## config.mk

```make
export PLATFORM = sky130hd
export DESIGN_NAME = rv32i_rvfi_trace_buf
export DESIGN_NICKNAME = d
export VERILOG_FILES = /design/src/rtl/rv32i_rvfi_pkg.sv /design/src/rtl/rv32i_sync_fifo.sv /design/src/rtl/rv32i_rvfi_trace_buf.sv
export SDC_FILE = /design/constraint.sdc
export NUM_CORES = 2
export LEC_CHECK = 0
export ABC_AREA = 1
export BUFFER_PORTS_ARGS = -buffer_cell sky130_fd_sc_hd__buf_4
export CAP_MARGIN = 20
export CORE_UTILIZATION = 58
export CTS_CLUSTER_SIZE = 12
export DETAILED_ROUTE_END_ITERATION = 8
export PLACE_DENSITY = 0.84
export SYNTH_ARGS = -nofsm -noshare
export SYNTH_HDL_FRONTEND = slang
export SYNTH_SLANG_ARGS = --single-unit
```

## constraint.sdc

```tcl
create_clock -name clk -period 21.2 [get_ports clk]
set_clock_uncertainty 0.2 [all_clocks]
set_input_delay 4.24 -clock clk [delete_from_list [all_inputs] [get_ports clk]]
set_output_delay 4.24 -clock clk [all_outputs]
set_load 0.05 [all_outputs]
```

## src/rtl/rv32i_rvfi_pkg.sv

```systemverilog
// Shared types for the RVFI retirement trace buffer: packet layout,
// occupancy states and the capture/sanitise helper.
package rv32i_rvfi_pkg;

  localparam int unsigned OrderW = 64;

  typedef struct packed {
    logic [OrderW-1:0] order;
    logic [31:0]       pc;
    logic [31:0]       nxt_pc;
    logic [31:0]       insn;
    logic              trap;
    logic              intr;
    logic [1:0]        mode;
    logic [4:0]        rd_addr;
    logic [31:0]       rd_wdata;
    logic [31:0]       mem_addr;
    logic [3:0]        mem_rmask;
    logic [3:0]        mem_wmask;
    logic [31:0]       mem_rdata;
    logic [31:0]       mem_wdata;
  } rvfi_pkt_t;

  typedef enum logic [1:0] {
    OccEmpty,
    OccPartial,
    OccFull
  } occ_state_e;

  // Build a packet from raw retirement signals. A trapped instruction did not
  // write rd nor complete its memory access, and x0 writes are not reported.
  function automatic rvfi_pkt_t rvfi_pack(
    input logic [OrderW-1:0] order,
    input logic [31:0]       pc,
    input logic [31:0]       nxt_pc,
    input logic [31:0]       insn,
    input logic              trap,
    input logic              intr,
    input logic [1:0]        mode,
    input logic [4:0]        rd_addr,
    input logic [31:0]       rd_wdata,
    input logic              rd_we,
    input logic [31:0]       mem_addr,
    input logic [3:0]        mem_rmask,
    input logic [3:0]        mem_wmask,
    input logic [31:0]       mem_rdata,
    input logic [31:0]       mem_wdata
  );
    rvfi_pkt_t p;
    logic      rd_kill;
    rd_kill     = trap || !rd_we || (rd_addr == 5'd0);
    p.order     = order;
    p.pc        = pc;
    p.nxt_pc    = nxt_pc;
    p.insn      = insn;
    p.trap      = trap || intr;
    p.intr      = intr;
    p.mode      = mode;
    p.rd_addr   = rd_kill ? 5'd0 : rd_addr;
    p.rd_wdata  = rd_kill ? 32'd0 : rd_wdata;
    p.mem_addr  = mem_addr;
    p.mem_rmask = trap ? 4'd0 : mem_rmask;
    p.mem_wmask = trap ? 4'd0 : mem_wmask;
    p.mem_rdata = mem_rdata;
    p.mem_wdata = mem_wdata;
    return p;
  endfunction

endpackage

```

## src/rtl/rv32i_sync_fifo.sv

```systemverilog
// Single-clock FIFO with occupancy count. Pointers wrap at DEPTH (power of
// two); full/empty come from the separate count.
module rv32i_sync_fifo
  import rv32i_rvfi_pkg::*;
#(
  parameter int unsigned WIDTH = 32,
  parameter int unsigned DEPTH = 8,
  localparam int unsigned PtrW = (DEPTH > 1) ? $clog2(DEPTH) : 1,
  localparam int unsigned CntW = $clog2(DEPTH + 1)
) (
  input  logic             clk,
  input  logic             rst,
  input  logic             push,
  input  logic [WIDTH-1:0] wdata,
  input  logic             pop,
  output logic [WIDTH-1:0] rdata,
  output logic [CntW-1:0]  count,
  output logic             full,
  output logic             empty
);

  logic [WIDTH-1:0] mem_q [DEPTH];
  logic [PtrW-1:0]  wr_ptr_q, rd_ptr_q;
  logic [CntW-1:0]  count_q, count_d;
  occ_state_e       occ;
  logic             push_en, pop_en;

  // Occupancy decode and accepted push/pop.
  always_comb begin
    if (count_q == '0) begin
      occ = OccEmpty;
    end else if (count_q == CntW'(DEPTH)) begin
      occ = OccFull;
    end else begin
      occ = OccPartial;
    end
    pop_en  = pop && (occ != OccEmpty);
    push_en = push && ((occ != OccFull) || pop_en);
    unique case ({push_en, pop_en})
      2'b10:   count_d = count_q + CntW'(1);
      2'b01:   count_d = count_q - CntW'(1);
      default: count_d = count_q;
    endcase
  end

  // Pointer and count state.
  always_ff @(posedge clk or posedge rst) begin
    if (rst) begin
      wr_ptr_q <= '0;
      rd_ptr_q <= '0;
      count_q  <= '0;
    end else begin
      if (push_en) wr_ptr_q <= wr_ptr_q + PtrW'(1);
      if (pop_en)  rd_ptr_q <= rd_ptr_q + PtrW'(1);
      count_q <= count_d;
    end
  end

  // Storage needs no reset; the read port is masked while empty.
  always_ff @(posedge clk) begin
    if (push_en) mem_q[wr_ptr_q] <= wdata;
  end

  // Head entry and status outputs.
  always_comb begin
    empty = (occ == OccEmpty);
    full  = (occ == OccFull);
    count = count_q;
    rdata = empty ? '0 : mem_q[rd_ptr_q];
  end

endmodule

```

## src/rtl/rv32i_rvfi_trace_buf.sv

```systemverilog
// Retirement trace buffer: stamps each retired/trapped instruction with an
// order number, queues it, and drains it over valid/ready.
module rv32i_rvfi_trace_buf
  import rv32i_rvfi_pkg::*;
#(
  parameter int unsigned DEPTH   = 8,
  parameter int unsigned ORDER_W = 64,
  localparam int unsigned CntW   = $clog2(DEPTH + 1)
) (
  input  logic               clk,
  input  logic               rst,
  input  logic               ret_valid,
  input  logic [31:0]        ret_pc,
  input  logic [31:0]        ret_nxt_pc,
  input  logic [31:0]        ret_insn,
  input  logic               ret_trap,
  input  logic               ret_intr,
  input  logic [1:0]         ret_mode,
  input  logic [4:0]         ret_rd_addr,
  input  logic [31:0]        ret_rd_wdata,
  input  logic               ret_rd_we,
  input  logic [31:0]        ret_mem_addr,
  input  logic [31:0]        ret_mem_rdata,
  input  logic [31:0]        ret_mem_wdata,
  input  logic [3:0]         ret_mem_rmask,
  input  logic [3:0]         ret_mem_wmask,
  input  logic               order_load,
  input  logic [ORDER_W-1:0] order_load_val,
  output logic               pkt_valid,
  input  logic               pkt_ready,
  output rvfi_pkt_t          pkt,
  output logic               stall_req,
  output logic [CntW-1:0]    count,
  output logic               overflow
);

  logic [ORDER_W-1:0] order_q, order_d;
  logic               overflow_q, stall_q, stall_d;
  logic               push_ok, pop, full, empty;
  logic [CntW-1:0]    count_nxt;
  rvfi_pkt_t          pkt_in;

  // Capture, accept decision, next order number and next-cycle stall.
  always_comb begin
    pkt_in = rvfi_pack(OrderW'(order_q), ret_pc, ret_nxt_pc, ret_insn, ret_trap, ret_intr,
                       ret_mode, ret_rd_addr, ret_rd_wdata, ret_rd_we, ret_mem_addr,
                       ret_mem_rmask, ret_mem_wmask, ret_mem_rdata, ret_mem_wdata);
    pop     = !empty && pkt_ready;
    push_ok = ret_valid && (!full || pop);
    // Trap/interrupt entries share the number of the next retired instruction;
    // dropped packets still consume their number.
    order_d = order_q;
    if (order_load) begin
      order_d = order_load_val;
    end else if (ret_valid && !ret_trap && !ret_intr) begin
      order_d = order_q + ORDER_W'(1);
    end
    count_nxt = count + CntW'(push_ok) - CntW'(pop);
    stall_d   = (count_nxt >= CntW'(DEPTH - 1));
  end

  // Order counter, sticky overflow and registered stall request.
  always_ff @(posedge clk or posedge rst) begin
    if (rst) begin
      order_q    <= '0;
      overflow_q <= 1'b0;
      stall_q    <= 1'b0;
    end else begin
      order_q <= order_d;
      stall_q <= stall_d;
      if (ret_valid && !push_ok) overflow_q <= 1'b1;
    end
  end

  rv32i_sync_fifo #(
    .WIDTH($bits(rvfi_pkt_t)),
    .DEPTH(DEPTH)
  ) u_fifo (
    .clk  (clk),
    .rst  (rst),
    .push (push_ok),
    .wdata(pkt_in),
    .pop  (pop),
    .rdata(pkt),
    .count(count),
    .full (full),
    .empty(empty)
  );

  // Output drive.
  always_comb begin
    pkt_valid = !empty;
    stall_req = stall_q;
    overflow  = overflow_q;
  end

endmodule

```

==> run_results.csv <==
group,metric,value,unit
sta,fin_crit,11.25,ns
drt,detailroute.via_count,67130,
cts,clkTransAtPathRegs,0.06,ns
global_route,grt_util_all_layers,0.2968,
placement,dp_hpwl,142.8,mm
drt,detail_route.vias_per_cell,6.551,
global_route,number_of_global_route_vias_before_repair,66390,
synthesis,ys_warn_count,0,
cells_and_area,layout_commonest_cell,"sky130_fd_sc_hd__edfxtp_1",
synthesis,combinational_family_with_the_most_area_after_synthesis,"compound AO/OA/AOI/OAI gates",
placement,global_placement_routability_congestion,0.9562,
cts,postCtsSetupBuffers,0,
synthesis,ys_types,40,
synthesis,post_synth_fa_ha_maj_area_fraction,0.001666,
die,core_area,174400,µm²
synthesis,cell_count_after_synthesis,7296,
setup_path,startpoint_type,"flip-flop",
sta,finalCritPeriodShare,0.5307,
die,fp-row-count,153,
die,die_area,177800,µm²
cells_and_area,area_delta_synth_final,13.61,%
sta,rsz0062_at_grt,"false",
die,die_width,421.7,µm
sta,final.setup.worst_slack,9.950,ns
worst_hold_path,type_of_the_worst_min_delay_path,"reg -> reg",
placement,preCtsSetupSlack,11.02,ns
setup_path,worstPathMaxFanout,114,
global_route,grt_max_degree,229,
cts,numClockSinks,2516,
sta,max_clock_freq,0.08889,GHz
global_route,antenna_found_initial,41,
setup_path,critical_path_arrival,6.81,ns
synthesis,synth-compound-area-share,0.1323,
cts,worst_skew_pair.late_latency,0.95,ns
synthesis,synth-seq-area-share,0.7358,
synthesis,synth.ff_latch_count,2516,
cells_and_area,design.final.nets,8074,
placement,port-buffer-count,622,
synthesis,synth-xor-area-share,0.002143,
sta,slew_headroom,0.1334,
cells_and_area,layout.filler_cells,11190,
sta,worst-slew-pin-transition,1.300,ns
drt,route.antenna.remaining_nets,0,
synthesis,mappedNetlistNets,7620,
global_route,grt_overflow_total,0,
cts,clockRootBuffer,"sky130_fd_sc_hd__clkbuf_16",
cts,tritoncts,"yes",
cts,cts-htree-levels,5,
pwr,irDropWorstVdd,0.1808,mV
die,fp.dieH,421.7,µm
synthesis,post_synth_simple_gate_area,0.09759,
setup_path,worst_setup_path_end_kind,"output pin",
pwr,static-leakage-power,0.03911,µW
global_route,grt_first_pass_wirelength,401.2,mm
job,max-cap-violations,0,
synthesis,post_synth_instance_area,102200,µm²
setup_path,critical_path_required,16.76,ns
cts,cts.hold.buffers_added,0,
drt,drt_drc,0,
run_status,outcome,"complete, no violations",
cts,deepest_clock_path_buffer_count,4,
setup_path,criticalPathCategory,"reg -> out",
die,io-pin-count,623,
cts,tritoncts.num_buffers,275,
cts,post_cts_resize_count,0,
drt,initialDrtViolationCount,8586,
cells_and_area,most-common-layout-cells,"sky130_fd_sc_hd__edfxtp_1, sky130_fd_sc_hd__nor2_1, sky130_fd_sc_hd__o21ai_0",
synthesis,syn_avg_cell_area,14.00,µm²
drt,detail_route.wl_per_cell,26.42,µm
synthesis,post_synth_mux_area_share,0,
drt,drt_wl_total,270.7,mm
pwr,cellPowerDensity,163.1,nW/µm²
sta,setup_violations,0,
drt,firstDrtPassIters,7,
sta,fin_setup_tns,0,ns
die,floorplan.initialDensity,0.5858,
sta,hold_viol,0,
sta,fin_max_slew_vios,0,
cells_and_area,layout-drive-gt1-share,0.2126,
-- flip-flops by register name, indices dropped and copies added (netlist names) --
signal           flops
u_fifo.count         4
overflow             1
stall_req            1
u_fifo.mem_q      2440
order_q             64
u_fifo.rd_ptr_q      3
u_fifo.wr_ptr_q      3
-- synthesized netlist by cell type --
cell	n	area, µm²
sky130_fd_sc_hd__edfxtp_1	2440	73270
sky130_fd_sc_hd__nor2_1	1421	5334
sky130_fd_sc_hd__o21ai_0	1235	6181
sky130_fd_sc_hd__o221a_2	361	4065
sky130_fd_sc_hd__clkbuf_1	347	1303
sky130_fd_sc_hd__nand2_1	296	1111
sky130_fd_sc_hd__nor3_2	271	2713
sky130_fd_sc_hd__o221a_1	249	2804
sky130_fd_sc_hd__inv_1	151	566.8
sky130_fd_sc_hd__buf_2	106	530.5
sky130_fd_sc_hd__nand3_1	85	425.4
sky130_fd_sc_hd__dfrtp_1	76	1902
sky130_fd_sc_hd__nor3_1	45	225.2
sky130_fd_sc_hd__buf_4	44	330.3
sky130_fd_sc_hd__buf_6	31	349.1
sky130_fd_sc_hd__xor2_1	19	166.4
sky130_fd_sc_hd__nand4_1	14	87.58
sky130_fd_sc_hd__o211ai_1	14	105.1
sky130_fd_sc_hd__o21bai_1	14	105.1
sky130_fd_sc_hd__a21oi_1	12	60.06
sky130_fd_sc_hd__ha_1	12	150.1
sky130_fd_sc_hd__a22o_1	6	52.55
sky130_fd_sc_hd__nor2_2	6	37.54
sky130_fd_sc_hd__o21ai_1	6	30.03
sky130_fd_sc_hd__xnor2_1	6	52.55
sky130_fd_sc_hd__inv_2	5	18.77
sky130_fd_sc_hd__o311ai_0	4	35.03
sky130_fd_sc_hd__a22oi_1	3	22.52
sky130_fd_sc_hd__buf_1	3	11.26
sky130_fd_sc_hd__a31oi_1	2	12.51
sky130_fd_sc_hd__nand3b_1	2	15.01
sky130_fd_sc_hd__or2_2	2	12.51
sky130_fd_sc_hd__a31o_2	1	8.760
sky130_fd_sc_hd__clkinv_2	1	5.000
sky130_fd_sc_hd__fa_1	1	20.02
sky130_fd_sc_hd__nand3_2	1	10.01
sky130_fd_sc_hd__o21a_1	1	7.510
sky130_fd_sc_hd__o221ai_1	1	8.760
sky130_fd_sc_hd__o22ai_1	1	6.260
sky130_fd_sc_hd__o41ai_2	1	16.27
-- cell families (layout without fill, tap and decap cells) --
logic type / after synthesis / in the layout
DFF: 2516 / 2516
and+or+nand+nor: 2143 / 2143
AOI/OAI and AO/OA: 1911 / 1911
buffers and inverters: 688 / 1277
xor gates and xnor gates: 25 / 25
adders and majority gates: 13 / 13
other: 0 / 37
-- metrics by stage --
step / hold WS (ns) / power [µW] / area [µm²] / instances / util
after floorplan: 0.2926 / 12430 / 102200 / 7296 / -
after global placement: 0.2654 / 14390 / 108100 / 9795 / 0.6201
after detailed placement: 0.3028 / 14610 / 108200 / 9796 / 0.6201
after CTS: 0.3160 / 18890 / 115900 / 10210 / 0.6647
after global routing: 0.3371 / 19540 / 116100 / 10250 / 0.6655
final: 0.3149 / 18930 / 116100 / 10250 / 0.6655
-- worst paths after layout --
path | from | endpoint | slack, ns | cells after the start
setup / recovery | u_fifo.rd_ptr_q[1]$_DFFE_PP0P_ | pkt[6] | 9.95 | 9
hold / removal | overflow$_DFFE_PP0P_ | overflow$_DFFE_PP0P_ | 0.31 | 1
setup reg to reg | u_fifo.count[2]$_DFFE_PP0P_ | u_fifo.mem_q[1][196]$_DFFE_PP_ | 15.31 | 11
hold reg to reg | overflow$_DFFE_PP0P_ | overflow$_DFFE_PP0P_ | 0.31 | 1
max in group asynchronous | rst | u_fifo.rd_ptr_q[0]$_DFFE_PP0P_ | 16.52 | 3
min in group asynchronous | rst | order_q[8]$_DFFE_PP0P_ | 3.17 | 2
-- worst max-delay path, stage by stage, from the launching register on --
cell                      delay (ns)
sky130_fd_sc_hd__dfrtp_4        0.69
sky130_fd_sc_hd__inv_8          0.47
sky130_fd_sc_hd__buf_4          0.86
sky130_fd_sc_hd__buf_4          0.82
sky130_fd_sc_hd__buf_4          0.94
sky130_fd_sc_hd__buf_4          0.60
sky130_fd_sc_hd__o21ai_0        0.22
sky130_fd_sc_hd__o221a_2        0.33
sky130_fd_sc_hd__nor3_2         0.32
sky130_fd_sc_hd__buf_4          0.27
-- where the power goes --
part,internal [µW],switching [µW],total [µW]
clock network,2480,1790,4270
logic,2290,5970,8260
registers,6180,230,6400
-- per-layer routing --
metal	GRT usage	wire (µm)	vias to the layer above
li1	-	-	28480
met1	0.3731	97140	33370
met2	0.4751	129800	4398
met3	0.05088	24500	876
met4	0.2013	19200	6
met5	0	38	-
-- cell type report --
class                           count  area [µm²]  share of cell area
Clock inverter                     51       342.8            0.002954
Clock buffer                      361        7427             0.06399
Sequential cell                  2516       75180              0.6478
Timing Repair Buffer              708        5525             0.04760
Tap cell                         2325        2909             0.02506
Antenna cell                       37       92.59           0.0007977
Multi-Input combinational cell   4092       23960              0.2064
Inverter                          157       630.6            0.005433
Note: power is estimated with default switching activity, not from simulation.
